==> src/rtl/bip_dbg_pkg.sv <==
// Shared definitions for the BIP debug unit: command bytes, FSM encoding and
// frame sizing helper.
package bip_dbg_pkg;

  localparam logic [7:0] CMD_RUN   = 8'h63;
  localparam logic [7:0] CMD_STEP  = 8'h73;
  localparam logic [7:0] CMD_DUMP  = 8'h64;
  localparam logic [7:0] CMD_CLEAR = 8'h72;

  typedef enum logic [2:0] {
    ST_IDLE      = 3'd0,
    ST_RUN       = 3'd1,
    ST_STEP      = 3'd2,
    ST_DUMP_LOAD = 3'd3,
    ST_DUMP_SEND = 3'd4,
    ST_DUMP_WAIT = 3'd5,
    ST_HALTED    = 3'd6
  } state_e;

  // Bytes needed to carry a field of width w, zero-extended.
  function automatic int nbytes(input int w);
    return (w + 7) / 8;
  endfunction

endpackage

==> src/rtl/bip_dbg_frame_tx.sv <==
// Dump frame transmitter: snapshot shift register, byte counter and the
// tx_start/tx_done handshake with the UART.
module bip_dbg_frame_tx
  import bip_dbg_pkg::*;
#(
  parameter int NB = 8
) (
  input  logic            clk_i,
  input  logic            reset_i,
  input  logic            load_i,
  input  logic [8*NB-1:0] frame_i,
  input  logic            start_ok_i,
  input  logic            tx_done_i,
  output logic [7:0]      tx_data_o,
  output logic            tx_start_o,
  output logic            frame_done_o
);

  localparam int CNTW = $clog2(NB + 1);

  logic [8*NB-1:0] sreg_q, sreg_d;
  logic [CNTW-1:0] left_q, left_d;
  logic            wait_q, wait_d;
  logic            byte_acked;

  assign tx_data_o    = sreg_q[8*NB-1 -: 8];
  assign tx_start_o   = start_ok_i & ~wait_q & (left_q != '0);
  // tx_done only counts while a byte is outstanding; stray pulses are ignored.
  assign byte_acked   = tx_done_i & wait_q;
  assign frame_done_o = byte_acked & (left_q == CNTW'(1));

  always_comb begin
    sreg_d = sreg_q;
    left_d = left_q;
    wait_d = wait_q;
    if (load_i) begin
      sreg_d = frame_i;
      left_d = CNTW'(NB);
      wait_d = 1'b0;
    end else if (tx_start_o) begin
      wait_d = 1'b1;
    end else if (byte_acked) begin
      sreg_d = sreg_q << 8;
      left_d = left_q - CNTW'(1);
      wait_d = 1'b0;
    end
  end

  always_ff @(posedge clk_i) begin
    if (reset_i) begin
      sreg_q <= '0;
      left_q <= '0;
      wait_q <= 1'b0;
    end else begin
      sreg_q <= sreg_d;
      left_q <= left_d;
      wait_q <= wait_d;
    end
  end

endmodule

==> src/rtl/bip_debug_unit.sv <==
// Command-driven run controller for the BIP core: run, single-step and state
// dump over the UART byte interface.
//
// state        | meaning
// IDLE         | waiting for a command, core stopped
// RUN          | core enabled every cycle until cpu_halt
// STEP         | core enabled for one cycle
// DUMP_LOAD    | snapshot PC/ACC/count into the frame shifter
// DUMP_SEND    | pulse tx_start for the current byte
// DUMP_WAIT    | wait for tx_done of the current byte
// HALTED       | core has halted; commands only re-dump or clear
module bip_debug_unit
  import bip_dbg_pkg::*;
#(
  parameter int AB = 11,
  parameter int DB = 16,
  parameter int CW = 32
) (
  input  logic          clk_i,
  input  logic          reset_i,
  input  logic [7:0]    rx_data_i,
  input  logic          rx_done_i,
  input  logic          tx_done_i,
  input  logic          cpu_halt_i,
  input  logic [AB-1:0] pc_i,
  input  logic [DB-1:0] acc_i,
  output logic [7:0]    tx_data_o,
  output logic          tx_start_o,
  output logic          cpu_en_o,
  output logic          cpu_clear_o,
  output logic          busy_o
);

  localparam int NA = nbytes(AB);
  localparam int ND = nbytes(DB);
  localparam int NC = nbytes(CW);
  localparam int NB = NA + ND + NC;

  state_e          state_q, state_d;
  logic [CW-1:0]   cnt_q, cnt_d;
  logic            clear_q, clear_d;
  logic            load, start_ok, frame_done;
  logic [8*NA-1:0] pc_ext;
  logic [8*ND-1:0] acc_ext;
  logic [8*NC-1:0] cnt_ext;

  always_comb begin
    pc_ext  = '0;
    acc_ext = '0;
    cnt_ext = '0;
    pc_ext[AB-1:0]  = pc_i;
    acc_ext[DB-1:0] = acc_i;
    cnt_ext[CW-1:0] = cnt_q;
  end

  always_comb begin
    state_d  = state_q;
    cnt_d    = cnt_q;
    clear_d  = 1'b0;
    cpu_en_o = 1'b0;
    load     = 1'b0;
    start_ok = 1'b0;
    case (state_q)
      ST_IDLE, ST_HALTED: begin
        if (rx_done_i) begin
          case (rx_data_i)
            // A halted core cannot advance, so run/step collapse to a dump.
            CMD_RUN:   state_d = (state_q == ST_HALTED) ? ST_DUMP_LOAD : ST_RUN;
            CMD_STEP:  state_d = (state_q == ST_HALTED) ? ST_DUMP_LOAD : ST_STEP;
            CMD_DUMP:  state_d = ST_DUMP_LOAD;
            CMD_CLEAR: begin
              clear_d = 1'b1;
              cnt_d   = '0;
              state_d = ST_IDLE;
            end
            default: ;
          endcase
        end
      end
      ST_RUN: begin
        cpu_en_o = ~cpu_halt_i;
        if (cpu_halt_i) state_d = ST_DUMP_LOAD;
      end
      ST_STEP: begin
        cpu_en_o = ~cpu_halt_i;
        state_d  = ST_DUMP_LOAD;
      end
      ST_DUMP_LOAD: begin
        load    = 1'b1;
        state_d = ST_DUMP_SEND;
      end
      ST_DUMP_SEND: begin
        start_ok = 1'b1;
        state_d  = ST_DUMP_WAIT;
      end
      ST_DUMP_WAIT: begin
        if (frame_done)     state_d = cpu_halt_i ? ST_HALTED : ST_IDLE;
        else if (tx_done_i) state_d = ST_DUMP_SEND;
      end
      default: state_d = ST_IDLE;
    endcase
    if (cpu_en_o) cnt_d = cnt_q + CW'(1);
  end

  always_ff @(posedge clk_i) begin
    if (reset_i) begin
      state_q <= ST_IDLE;
      cnt_q   <= '0;
      clear_q <= 1'b0;
    end else begin
      state_q <= state_d;
      cnt_q   <= cnt_d;
      clear_q <= clear_d;
    end
  end

  // Reset itself clears the core, without waiting for a registered pulse.
  assign cpu_clear_o = reset_i | clear_q;
  assign busy_o      = (state_q != ST_IDLE) && (state_q != ST_HALTED);

  bip_dbg_frame_tx #(.NB(NB)) u_frame_tx (
    .clk_i        (clk_i),
    .reset_i      (reset_i),
    .load_i       (load),
    .frame_i      ({pc_ext, acc_ext, cnt_ext}),
    .start_ok_i   (start_ok),
    .tx_done_i    (tx_done_i),
    .tx_data_o    (tx_data_o),
    .tx_start_o   (tx_start_o),
    .frame_done_o (frame_done)
  );

endmodule

==> config.mk <==
export PLATFORM = sky130hd
export DESIGN_NAME = bip_debug_unit
export DESIGN_NICKNAME = d
export VERILOG_FILES = /design/src/rtl/bip_dbg_pkg.sv /design/src/rtl/bip_dbg_frame_tx.sv /design/src/rtl/bip_debug_unit.sv
export SDC_FILE = /design/constraint.sdc
export NUM_CORES = 1
export LEC_CHECK = 0
export ABC_AREA = 1
export ABC_CLOCK_PERIOD_IN_PS = 1550
export BUFFER_PORTS_ARGS = -buffer_cell sky130_fd_sc_hd__buf_2
export CORE_UTILIZATION = 50
export CTS_BUF_LIST = sky130_fd_sc_hd__clkbuf_8 sky130_fd_sc_hd__clkbuf_16
export DETAILED_ROUTE_END_ITERATION = 8
export PLACE_DENSITY = 0.72
export SLEW_MARGIN = 0
export SYNTH_ARGS = -nofsm -noshare
export SYNTH_HDL_FRONTEND = slang
export SYNTH_SLANG_ARGS = --single-unit
==> constraint.sdc <==
create_clock -name clk_i -period 1.55 [get_ports clk_i]
set_input_delay 0.2325 -clock clk_i [delete_from_list [all_inputs] [get_ports clk_i]]
set_output_delay 0.2325 -clock clk_i [all_outputs]
set_load 0.03 [all_outputs]
---- After elaboration in Yosys (flattened, before gate mapping) ----
Cells that the tools add are included.
Widths: inputs -> output; s select.
storage, ports and cells
  register bits ........................... 105
  bits in latches ......................... 0
  bits in writable memories ............... 0
  ROM bits ................................ 0
  bits of input ports ..................... 40
  output and inout bits ................... 12
  logic and storage cells ................. 79
  memories ................................ 0
cells by class
  add/subtract/negate cells ............... 2
  multiply operators ...................... 0
  div/mod/pow operators ................... 0
  order comparisons ....................... 0
  eq/ne operators ......................... 17
  shift operators ......................... 0
  muxes and demuxes ....................... 25
  bitwise operators ....................... 10
  reduce and logical (&&, ||, !) cells .... 17
operator list
  cell                   count
  $mux 59                3
  $mux 32                4
  $add 32x1->32 const B  1
  $eq 8x7->1 const B     4
  $pmux 3 s6             1
  $mux 3                 5
  $mux 4                 3
  $pmux 3 s4             1
  $reduce_bool 2->1      5
  $eq 3x3->1 const B     3
  $mux 1                 7
  $eq 3x2->1 const B     2
  $ne 3x3->1 const B     2
  $reduce_or 2->1        3
  $ne 5x1->1 const B     1
  $not 1->1              5
  $and 1x1->1            4
  $eq 4x1->1 const B     1
  $ne 2x2->1 const B     2
  $reduce_and 2->1       2
  $reduce_and 4->1       1
  $reduce_bool 4->1      1
  $sub 4x1->4 const B    1
  $eq 3x1->1 const B     1
  8 further kinds        8

---- Logic depth before layout (Yosys ltp) ----
  depth after elaboration ................. 6
  mapped depth ............................ 10
  mapped depth without buffers ............ 10

---- Hierarchy ----
Synthesis repeated with hierarchy kept, for this count alone.
unflattened totals
  cell total of the unflattened synthesis .. 821
  area total of the unflattened synthesis .. 5596.6 µm²
by module, submodules not included
  module            instances  cells an instance  area an instance (µm²)  sequential area each (µm²)
  bip_dbg_frame_tx  1          418                3134.3                  1381.3
  bip_debug_unit    1          403                2462.4                  720.7

---- Least setup slack after synthesis ----
No wires, ideal clock.
  path kind ............................... register -> register
  start point ............................. register cnt_q[0], in the netlist cnt_ext[0]
  end point ............................... register cnt_q[16], in the netlist cnt_ext[16]
  setup time .............................. 0.119 ns
  data arrival time ....................... 1.283 ns
  required time ........................... 1.431 ns
  slack ................................... 0.147 ns
  stages on the path, launching flop included .. 11
  path buffers ............................ 0
  clock period less this slack ............ 1.403 ns
  cell sequence ........................... dfxtp_1 > ha_1 > nand2_1 > inv_1 > nand2_1 > nor2_1 > nand2_2 > inv_2 > nand3_1 > o21ai_0 > a21oi_1
on the way
  cells in the longest elaborated chain, start to end .. 2
RTL lines
  element                   line                   text
  start: declaration        bip_debug_unit.sv:40   logic [CW-1:0] cnt_q, cnt_d;
  start signal: assignment  bip_debug_unit.sv:112  cnt_q <= cnt_d;
  $add 32x1->32             bip_debug_unit.sv:102  if (cpu_en_o) cnt_d = cnt_q + CW'(1);
  $mux 32                   bip_debug_unit.sv:102
No other way between the ends.
A chain may end at the register's enable or synchronous reset.

---- Final worst setup path ----
  start point ............................. register state_q[1]
  end point ............................... output busy_o
on the way
  cells in the longest elaborated chain, start to end .. 2
  elaborated cells on any way between the ends .. 3
  those cells by class .................... eq/ne (1); reduce/logical (2)
RTL lines
  element                                                 line                   text
  start: declaration                                      bip_debug_unit.sv:39   state_e state_q, state_d;
  start signal: assignment                                bip_debug_unit.sv:111  state_q <= state_d;
  $ne 3x3->1 / $reduce_bool 3->1 (equally long branches)  bip_debug_unit.sv:119  assign busy_o = (state_q != ST_IDLE) && (state_q != ST_HALTED);
  $logic_and 1x1->1 *                                     bip_debug_unit.sv:119
  end: declaration                                        bip_debug_unit.sv:31   output logic busy_o
Mark *: on every way between the ends. The rest lies on a longest branch, timed or not.

==> run_results.csv <==
group,metric,value,unit
status,outcome,"complete, but fails checks",
status,violations,"setup timing",
grt,grt_usage,0.2601,
pwr,switching_power,0.001231,W
yosys,ys_types,36,
sta,rsz0062_at_grt,"yes",
clocking,holdBufCountCts,0,
yosys,synthCells,755,
final_layout,final_area,6360,um2
final_layout,layout-drive-gt1-share,0.2372,
pwr,comb_power_share,0.089,
grt,antenna_found_initial,0,
pwr,p_int,0.003778,W
routing,wl,13790,um
worst_setup_path,rr_worst_depth,11,
final_layout,final-seq-area,2123,um2
sta,period_share,1.033,
worst_setup_path,crit_fanout,4,
routing,vias,5294,
clocking,clock_latency,380,ps
clocking,h-tree-depth,3,
pwr,max-vdd-ir-drop,0.7112,mV
routing,wire_per_inst,14.13,um
worst_setup_path,rrSetupSlack,-50,ps
worst_setup_path,critical-path-slowest-cell,"dfxtp_4",
min_path,hold_depth,3,
sta,slew_headroom,0.7190,
sta,period_needed,1602,ps
final_layout,fillers,886,
yosys,synth_seq_area_share,0.4054,
worst_setup_path,critPathLaunchType,"flop",
floorplanning,die_w,103.8,um
routing,drc,0,
final_layout,antenna_cells,0,
worst_setup_path,crit_buf_inv,3,
worst_setup_path,cp_top_family,"flip-flops",
worst_setup_path,required,1320,ps
placement,io_buffers,51,
pwr,seqPwrFrac,0.543,
yosys,synth_top_area_frac,0.4054,
floorplanning,core_area,9910,um2
worst_setup_path,worstSetupPathType,"flop to primary output",
worst_setup_path,endpoint_kind,"primary output",
floorplanning,rows,36,
yosys,ys_ff_latch,105,
clocking,clockBufferDepth,2,
pwr,pwr_density_cell,787.5,nW/um2
yosys,syn_area_per_cell,6.868,um2
yosys,ys_top_cells_by_count,"nand2_1, dfxtp_1, inv_1, o21ai_0, nor2_1",
sta,setup_tns,-221.1,ps
yosys,synth_nets,798,
job,drv_cap,0,
worst_setup_path,worstPathCellList,"inv_4 > nand2_4 > buf_4 > nand2_1 > nand2_2 > buf_6",
yosys,yosys.area.top_type,"dfxtp_1",
worst_setup_path,cpPeakStageDelay,380,ps
yosys,synth_most_common_cell,"nand2_1",
clocking,cts_buffers,9,
pwr,clkPwrFrac,0.368,
worst_setup_path,cp.depth,6,
sta,max_freq,0.6243,GHz
sta,fin_skew,9.897,ps
placement,place_congestion,0.8921,
placement,placed_area,5851,um2
sta,setup_viol,6,
min_path,hp-class,"input port to flop",
placement,dp_hpwl,9477,um
clocking,clock_sinks,105,
sta,hold_violations,0,
yosys,synthFlopType,"dfxtp_1",
routing,routed_via_density,5.424,
grt,grt_start_max_net_pins,55,
routing,dr.first_iter.drc_count,334,
grt,overflow,0,
grt,grt_pass1_wl,22800,um
clocking,clkTransAtPathRegs,100,ps
yosys,yosys_warnings,0,
clocking,cts_tree,"yes",
floorplanning,chipHeight,103.8,um
yosys,syn_area,5185,um2
clocking,root_buffer,"clkbuf_8",
final_layout,multi_input_area,2728,um2
sta,maxSlewViolCount,0,
floorplanning,io_pins,52,
yosys,synth_edf_count,0,
routing,antenna_left,0,
routing,firstDrtPassIters,5,
grt,grt_pass1_vias,5024,
pwr,switching_share,0.2458,
floorplanning,die-area,10780,um2
yosys,async_flop_share,0,
floorplanning,start_util,0.5232,
worst_setup_path,crit_arrival,1370,ps
final_layout,fin_nets,881,
sta,worstMarginPinSlew,421.5,ps
sta,setup_ws,-51.79,ps
final_layout,syn2layout_area_growth,22.66,%
pwr,p_leak,2.375,nW
yosys,synthTopCellsByArea,"dfxtp_1, nand2_1, o21ai_0",
[cells by family (layout without fill, tap and decap cells)]
logic type,Yosys count,count (layout),synth area share
AOI/OAI and AO/OA,160,160,0.1696
and+or+nand+nor,369,369,0.3139
xor gates and xnor gates,5,5,0.008446
buffers and inverters,113,201,0.09532
adders and majority gates,3,3,0.007240
DFF,105,105,0.4054
[state kept, by name, indices dropped and copies added, names as in the netlist]
name	flops
clear_q	1
u_frame_tx.left_q	4
cnt_ext	32
state_q	3
u_frame_tx.wait_q	1
u_frame_tx.sreg_q	64
[stage by stage]
step	power, W	instances	worst slack (ps)	hold WS [ps]	util
4_1_cts	0.004991	973	-66.79	153.8	0.6259
3_5_place_dp	0.003144	948	-28.40	453.4	0.5904
3_3_place_gp	0.003133	948	7.218	449.4	0.5904
6_report	0.005009	976	-51.79	153.4	0.6418
2_1_floorplan	0.003009	755	147.4	440.6	-
5_1_grt	0.005209	976	-110.2	159.1	0.6418
[tightest hold or removal path, cell delays in order]
cell and delay, ps:
buf_2 70, o21ai_0 70, a31oi_1 130
[per-layer routing]
metal  up-vias  share of wire  routed length, um  global-route usage
met3        38          0.037                510             0.04594
met2       132           0.50               6846              0.4490
li1       2662              -                  -                   -
met4         0          0.031                426              0.1204
met5         -              0                  0                   0
met1      2462           0.44               6011              0.3133
[cell type report]
cell class,count,area share
multi-input combinational,537,0.4289
sequential,105,0.3339
timing repair buffer,117,0.1357
inverter,68,0.04210
tap,133,0.02617
clock buffer,9,0.01948
clock inverter,7,0.01377
[layout by cell type (no fill, tap or decap), drive strengths merged]
cell      count
nor3b         1
o21a          1
xor2          4
nor2         64
buf         117
inv          72
clkinvlp      1
xnor2         1
nor3         15
a21oi        44
nand2       217
nor2b         1
nand4        16
o21ai        63
dfxtp       105
o211ai        2
ha            3
nand3        48
a31oi        47
a211oi        3
clkbuf        9
nand3b        3
bufinv        2
or2           4
[power by group through the flow]
| stage | Clock [W] | Sequential [W] | Combinational, W |
|---|---|---|---|
| after detailed placement | 0 | 0.00278 | 0.000363 |
| after CTS | 0.00186 | 0.00272 | 0.000408 |
| after global placement | 0 | 0.00278 | 0.000353 |
| after floorplan | 0 | 0.00278 | 0.000231 |
| final | 0.00184 | 0.00272 | 0.000445 |
| after global routing | 0.00201 | 0.00272 | 0.000479 |
[path summary, 6_finish.rpt]
| check | from | endpoint |
|---|---|---|
| setup reg to reg | state_q[1] | cnt_ext[26] |
| setup / recovery | state_q[1] | busy_o |
| hold / removal | acc_i[3] | u_frame_tx.sreg_q[35] |
| hold reg to reg | u_frame_tx.sreg_q[1] | u_frame_tx.sreg_q[1] |
[timing repair]
action | in CTS | in global routing
endpoints found under the hold margin | 0 | 0
pin swaps | 5 | 13
setup buffers | 9 | 4
setup endpoints to repair | 8 | 39
gates resized for setup | 26 | 53
Power figures use the tool's default switching activity.
